--- src/rtl/rr_mux_arbiter_if.sv ---
// rtl/rr_mux_arbiter_if.sv - request/grant and shared-mux signals of the round-robin mux arbiter
interface rr_mux_arbiter_if;
    logic [0:3] req;
    logic       done;
    logic [0:3] d;
    logic [0:3] gnt;
    logic [0:1] sel;
    logic       o;
    logic       busy;
    logic       timeout;

    // Requester side: drives requests, release strobe and data lanes.
    modport master (
        output req, done, d,
        input  gnt, sel, o, busy, timeout
    );

    // Arbiter side.
    modport slave (
        input  req, done, d,
        output gnt, sel, o, busy, timeout
    );
endinterface

--- src/rtl/rr_mux_arbiter.sv ---
// rtl/rr_mux_arbiter.sv - 4-way round-robin arbiter with bounded tenure driving a shared 4:1 mux
module rr_mux_arbiter #(
    parameter int MAXHOLD = 15
) (
    input  logic              clk,
    input  logic              rst,
    rr_mux_arbiter_if.slave   bus
);
    typedef enum logic {
        IDLE,
        GRANT
    } state_t;

    localparam logic [7:0] HOLD_LAST = 8'(MAXHOLD - 1);

    state_t     state_q, state_d;
    logic [1:0] ptr_q, ptr_d;
    logic [7:0] cnt_q, cnt_d;
    logic [0:3] gnt_q, gnt_d;
    logic [1:0] sel_q, sel_d;
    logic       busy_q, busy_d;
    logic       timeout_q, timeout_d;

    logic       win_found;
    logic [1:0] win_idx;
    logic [1:0] cand;
    logic       end_done;
    logic       end_drop;
    logic       end_cap;

    // Rotating priority scan: the candidate closest to ptr (k smallest) is
    // visited last so it overrides farther candidates.
    always_comb begin
        win_found = 1'b0;
        win_idx   = ptr_q;
        cand      = ptr_q;
        for (int k = 3; k >= 0; k--) begin
            cand = ptr_q + 2'(k);
            if (bus.req[cand]) begin
                win_found = 1'b1;
                win_idx   = cand;
            end
        end
    end

    // Tenure end conditions, only meaningful while in GRANT.
    always_comb begin
        end_done = bus.done;
        end_drop = !bus.req[sel_q];
        end_cap  = (cnt_q == HOLD_LAST);
    end

    // Next-state and next-output computation; sel keeps its last value on release.
    always_comb begin
        state_d   = state_q;
        ptr_d     = ptr_q;
        cnt_d     = cnt_q;
        gnt_d     = gnt_q;
        sel_d     = sel_q;
        busy_d    = busy_q;
        timeout_d = 1'b0;
        case (state_q)
            IDLE: begin
                gnt_d  = 4'b0000;
                busy_d = 1'b0;
                cnt_d  = 8'd0;
                if (win_found) begin
                    state_d = GRANT;
                    gnt_d   = 4'b1000 >> win_idx;
                    sel_d   = win_idx;
                    busy_d  = 1'b1;
                end
            end
            GRANT: begin
                if (end_done || end_drop || end_cap) begin
                    state_d   = IDLE;
                    gnt_d     = 4'b0000;
                    busy_d    = 1'b0;
                    ptr_d     = sel_q + 2'd1;
                    cnt_d     = 8'd0;
                    // Only a pure hold-limit expiry counts as a forced release.
                    timeout_d = end_cap && !end_done && !end_drop;
                end else begin
                    cnt_d = cnt_q + 8'd1;
                end
            end
            default: begin
                state_d = IDLE;
                gnt_d   = 4'b0000;
                busy_d  = 1'b0;
            end
        endcase
    end

    // State and registered outputs; reset wins over everything, including a live tenure.
    always_ff @(posedge clk) begin
        if (rst) begin
            state_q   <= IDLE;
            ptr_q     <= 2'd0;
            cnt_q     <= 8'd0;
            gnt_q     <= 4'b0000;
            sel_q     <= 2'd0;
            busy_q    <= 1'b0;
            timeout_q <= 1'b0;
        end else begin
            state_q   <= state_d;
            ptr_q     <= ptr_d;
            cnt_q     <= cnt_d;
            gnt_q     <= gnt_d;
            sel_q     <= sel_d;
            busy_q    <= busy_d;
            timeout_q <= timeout_d;
        end
    end

    assign bus.gnt     = gnt_q;
    assign bus.sel     = sel_q;
    assign bus.busy    = busy_q;
    assign bus.timeout = timeout_q;
    assign bus.o       = busy_q & bus.d[sel_q];
endmodule

--- src/flat_wrapper.sv ---
// flat-port wrapper written by rule: the top's interface ports become plain ports
module rr_mux_arbiter_flat 
#(
    parameter int MAXHOLD = 15
)
  (clk, rst, bus_req, bus_done, bus_d, bus_gnt, bus_sel, bus_o, bus_busy, bus_timeout);
  rr_mux_arbiter_if bus_i ();
  input  logic clk;
  input  logic rst;
  input wire logic [$bits(bus_i.req)-1:0] bus_req;
  input wire logic [$bits(bus_i.done)-1:0] bus_done;
  input wire logic [$bits(bus_i.d)-1:0] bus_d;
  output wire logic [$bits(bus_i.gnt)-1:0] bus_gnt;
  output wire logic [$bits(bus_i.sel)-1:0] bus_sel;
  output wire logic [$bits(bus_i.o)-1:0] bus_o;
  output wire logic [$bits(bus_i.busy)-1:0] bus_busy;
  output wire logic [$bits(bus_i.timeout)-1:0] bus_timeout;
  assign bus_i.req = bus_req;
  assign bus_i.done = bus_done;
  assign bus_i.d = bus_d;
  assign bus_gnt = bus_i.gnt;
  assign bus_sel = bus_i.sel;
  assign bus_o = bus_i.o;
  assign bus_busy = bus_i.busy;
  assign bus_timeout = bus_i.timeout;
  rr_mux_arbiter #(.MAXHOLD(MAXHOLD)) u_core (.clk(clk), .rst(rst), .bus(bus_i));
endmodule
--- config.mk ---
export PLATFORM = sky130hd
export DESIGN_NAME = rr_mux_arbiter_flat
export DESIGN_NICKNAME = d
export VERILOG_FILES = /design/src/rtl/rr_mux_arbiter_if.sv /design/src/rtl/rr_mux_arbiter.sv /design/src/flat_wrapper.sv
export SDC_FILE = /design/constraint.sdc
export NUM_CORES = 1
export LEC_CHECK = 0
export CORE_MARGIN = 2
export CORE_UTILIZATION = 40
export CTS_CLUSTER_SIZE = 14
export DETAILED_ROUTE_END_ITERATION = 16
export GPL_TIMING_DRIVEN = 0
export PLACE_DENSITY = 0.7
export SYNTH_ARGS = -nofsm -noshare
export SYNTH_HDL_FRONTEND = slang
export SYNTH_SLANG_ARGS = --single-unit
--- constraint.sdc ---
create_clock -name clk -period 3.1 [get_ports clk]
set_clock_uncertainty 0.2 [all_clocks]
set_input_delay 0.31 -clock clk [delete_from_list [all_inputs] [get_ports clk]]
set_output_delay 0.31 -clock clk [all_outputs]
set_load 0.1 [all_outputs]
# After elaboration in Yosys (flattened, before gate mapping)
# Index checks and enable logic that the tools add are counted.
# op_classes
shifts,1
addsub,5
n_eq_ne,2
magnitude_cmp,5
reduce_logical,9
n_bitwise,8
muxes,36
# op_table
operator,n
$mux W1,19
$pmux W8 S2,1
$ge A3 B3 Y1 const B,5
$not A2 Y3,5
$bmux W1 S2,6
$add A8 B1 Y8 const B,1
$eq A8 B4 Y1 const B,1
$mux W2,4
$mux W4,2
$mux W8,1
$pmux W4 S2,1
$add A2 B1 Y2 const B,2
$add A2 B2 Y2 const B,2
$pmux W1 S2,2
$reduce_and A2 Y1,2
$shr A4 B2 Y4 const A,1
$reduce_or A3 Y1,1
$logic_and A1 B1 Y1,2
$logic_not A1 Y1,2
$logic_or A1 B1 Y1,2
$ne A2 B2 Y1 const B,1
$not A1 Y1,2
$and A1 B1 Y1,1
# totals
ff_bits,19
elab_cells,73
out_inout_bits,9

# Longest topological paths before layout
# logic_depth
depth_word,12
ltp_mapped,7

# Worst setup path after synthesis
# Ideal clock, no wire load.
# synth_path
kind,reg2out
startpoint,register u_core.sel_q[0] (netlist: u_core.bus.sel[1])
endpoint,output bus_o
arrival_ns,2.199
path_buffers,0
path_slack_ns,0.391
required_time_ns,2.590
stages_incl_launch_ff,3
path_cell_list,dfxtp_1 > mux4_1 > and2_1
# synth_via
elab_chain_len,5
# synth_lines
item,line_no,source
start: declaration,rr_mux_arbiter.sv:20,"logic [1:0] sel_q, sel_d;"
start signal: assignment,rr_mux_arbiter.sv:110,sel_q <= sel_d;
$not A2 Y3 (not written as such),rr_mux_arbiter.sv:120,assign bus.o = busy_q & bus.d[sel_q];
$bmux W1 S2,rr_mux_arbiter.sv:120,
$mux W1 (not written as such) (2 in series),rr_mux_arbiter.sv:120,
$and A1 B1 Y1,rr_mux_arbiter.sv:120,
end: declaration,flat_wrapper.sv:15,output wire logic [$bits(bus_i.o)-1:0] bus_o;
# No other way between the ends. The select of a mux whose other input is x is not followed.

# Final worst setup path
# Ends and elaborated chain as after synthesis.

==> impl.org <==
** STA
- Total setup violations reported at the end of the flow :: 0
- Final Max Slew Viols :: 0
- Hold violation total from the final report :: 0
- Counting I/O delays and the setup requirement, the final critical path takes 2.54 ns.
- After routing, the total negative slack on setup checks comes to 0 ns.
- Part of the cycle the worst path needs :: 0.820
- For the pin with the worst max-slew slack, the measured transition is just under 1 ns.
- Headroom to the max-slew limit :: 0.357
- Derived from the worst setup path, the maximum achievable clock frequency is 393 MHz.
- Min setup slack post-route :: around 0.56 ns
- Setup repair after global routing left no endpoint under its margin.

** Worst setup path
- Along the worst path, the maximum fanout reaches 6.
- Kind of start point of the critical path :: flop
- Data arrival time of the worst path :: 2.03 ns
- Data required time of the critical path :: 2.59 ns
- The worst setup path is captured at an output port.
- WS Path Type :: flop to output port

** Clock tree
- Count of H-tree levels built during CTS :: 1
- CTS sink cnt :: 19
- Clock transition at the registers of the reported paths :: about 0.12 ns
- Clock buffer count from CTS :: 3
- Quantity of hold-fixing buffers added after cts :: 0
- Clock tree from TritonCTS :: built
- Maximum number of buffers from clock root to sink :: 2
- The tree is rooted in a clkbuf_4.
- At the later pin of the worst-skew pair, clock insertion delay measures between 0.3 and 0.4 ns.

** Logic synthesis
- The synthesized netlist occupies a cell area of 943 um2.
- Largest cells by area after synthesis :: dfxtp_1 (40%), nor2_1 (6.0%), xor2_1 (5.6%)
- Fraction of synthesized cell area taken by the top area cell type :: 0.403
- Avg Cell Area, Syn :: roughly 9.3 um2
- The number of nets in the synthesized netlist is approximately 110.
- By count the netlist is led by dfxtp_1 (19), nor2_1 (15), a21oi_1 (6), nand2_1 (6), xor2_1 (6).
- Cell count after synthesis :: ~100
- In the post-synthesis netlist, the cell with the most instances is dfxtp_1.
- The largest total area in the synthesized netlist belongs to dfxtp_1.
- Share of flip-flops with an asynchronous set or reset :: 0
- Number of warning messages in the yosys log :: 0
- In the synthesized netlist the dominant register cell turns out to be dfxtp_1.
- Yosys mapped the design onto 37 distinct sky130hd cell types.
- Post-synthesis register bit count :: 19
- Fraction of the yosys area taken by sequential cells :: 0.403
- Counting flops with a built-in enable in the synthesized netlist gives 0.

** Die
- Width of the die :: ~53 um
- Number of core rows :: 17
- The die covers around 2800 um2.
- Number of I/O pins :: 20
- Effective utilization at floorplan :: 0.426
- Die Span Y :: approximately 53 um
- The total area inside the core boundary comes to 2210 um2.

** Flow run
- The tool flagged a number of max-cap violations equal to 0.

** Place
- Timing analysis after detailed placement gives a worst setup slack of ~0.28 ns.
- At the end of routability-driven placement, the weighted congestion stood at approximately 0.78.
- Summing all placed instances gives a cell area of 1170 um2.
- Detailed placement ended at an HPWL of 1400 um.
- Input and output buffers added on the ports amount to 19.

** Finish
- Number of filler cells placed in the layout :: 202
- Layout cells sized above 1 :: 0.0726
- Number of nets in the layout :: approximately 140
- In the final layout, the multi-input gates occupy 547 um2.
- From synthesis to final layout, the design area changed by 27.1%.
- Summing all flip-flop and latch instances after layout gives between 300 and 400 um2.
- The number of antenna diodes in the final layout is 0.
- Finished Cell Area :: around 1200 um2
- At the end of the flow the core is filled with cells to 0.542.

** Outcome
- Status :: finished, final reports clean

** Global route
- Total GRT Usage :: 0.160
- The total overflow left after global routing is 0.
- The first global-routing pass estimated ~3200 um of wire.
- The via count of the first global-routing pass was 756.
- Initial antenna violation count :: 0
- Maximum number of pins on one net before global-route repair :: 12

** Pwr
- Max IR drop VDD :: 299 uV
- In this run the power density over the cells is between 400 and 500 nW/um2.
- Static leakage :: 0.477 nW

** Drt
- In this run, the number of DRC markers left after iteration 0 of detailed routing was 8.
- Detailed routing inserted a total of 792 vias.
- Final routed DRC violation total :: 0
- Residual antenna-violating net count after detailed routing :: 0
- Vias per cell :: between 5 and 6
- The first detailed-routing pass ran for 2 iterations.
- Wire length per cell :: about 12 um
- Total Routed Length :: ~1900 um

** Worst hold path
- Classification of the worst-slack hold path :: flop to flop
## stage by stage
stage / hold slack (ns) / power (W) / std cells
floorplan: 0.179 / 0.000408 / 101
global placement: 0.252 / 0.000456 / 148
detailed placement: 0.259 / 0.000457 / 148
finish: 0.283 / 0.000583 / 152
global route: 0.314 / 0.000613 / 152
CTS: 0.288 / 0.000590 / 152
## cell families after synthesis
logic type,Yosys count,synth area share
flops,19,0.403
mux,3,0.0623
fa+ha+maj,2,0.0265
buf+inv,4,0.0172
xor+xnor,7,0.0650
compound gates,24,0.183
simple gates,42,0.243
## power by group
part / switching, W / internal, W / total, W / leakage, nW
clock: 0.0000836 / 0.0000482 / 0.000132 / 0.0177
sequential: 0.0000168 / 0.000258 / 0.000275 / 0.155
combinational: 0.000112 / 0.0000649 / 0.000177 / 0.304
## sequential cells by signal, summed over array words and instances (netlist names)
name	flops
u_core.state_q	1
u_core.cnt_q	8
u_core.ptr_q	2
u_core.bus.gnt	4
u_core.bus.timeout	1
u_core.bus.busy	1
u_core.bus.sel	2
## path summary, 6_finish.rpt
kind / startpoint / endpoint / slack, ns / cells after the start
min: u_core.bus.gnt[2]$_SDFFE_PP0P_ / u_core.bus.gnt[2]$_SDFFE_PP0P_ / 0.28 / 1
max: u_core.bus.sel[1]$_SDFFE_PP0P_ / bus_o / 0.56 / 3
min reg2reg: u_core.bus.gnt[2]$_SDFFE_PP0P_ / u_core.bus.gnt[2]$_SDFFE_PP0P_ / 0.28 / 1
max reg2reg: u_core.bus.sel[1]$_SDFFE_PP0P_ / u_core.state_q$_SDFF_PP0_ / 1.13 / 5
## area by class of cell
cell class,count,share of cell area
Clock buffer,3,0.0188
Sequential cell,19,0.317
Inverter,3,0.00939
Timing Repair Buffer,19,0.161
Buffer,1,0.00418
Tap cell,28,0.0292
Multi-Input combinational cell,78,0.456
Clock inverter,1,0.00418
## placed cells by master (no fill, tap or decap), types with 3 or more instances in the layout
| master | instances |
|---|---|
| inv_1 | 3 |
| nand2_1 | 6 |
| nor2_1 | 15 |
| nand3_1 | 3 |
| xor2_1 | 6 |
| a21oi_1 | 6 |
| clkbuf_4 | 3 |
| a32o_1 | 4 |
| dfxtp_1 | 19 |
| a21o_1 | 4 |
| clkdlybuf4s50_1 | 18 |
## worst max-delay path, cell delays in order (launching register included)
cell            delay, ns
dfxtp_1              0.51
mux4_1               0.58
and2_1               0.16
dlymetal6s2s_1       0.47
## what timing repair did
| item | 4_1_cts | 5_1_grt |
|---|---|---|
| endpoints found under the setup margin | 0 | 1 |
| resized for setup | 0 | 1 |
| setup buffers | 0 | 0 |
## metal layers
| metal | part of all wire | routed length (um) | GRT usage |
|---|---|---|---|
| met2 | 0.46 | 874 | 0.275 |
| met5 | 0 | 0 | 0 |
| met4 | 0.014 | 27 | 0.0513 |
| met3 | 0.039 | 73 | 0.0514 |
| met1 | 0.48 | 907 | 0.186 |
Power figures use the tool's default switching activity.
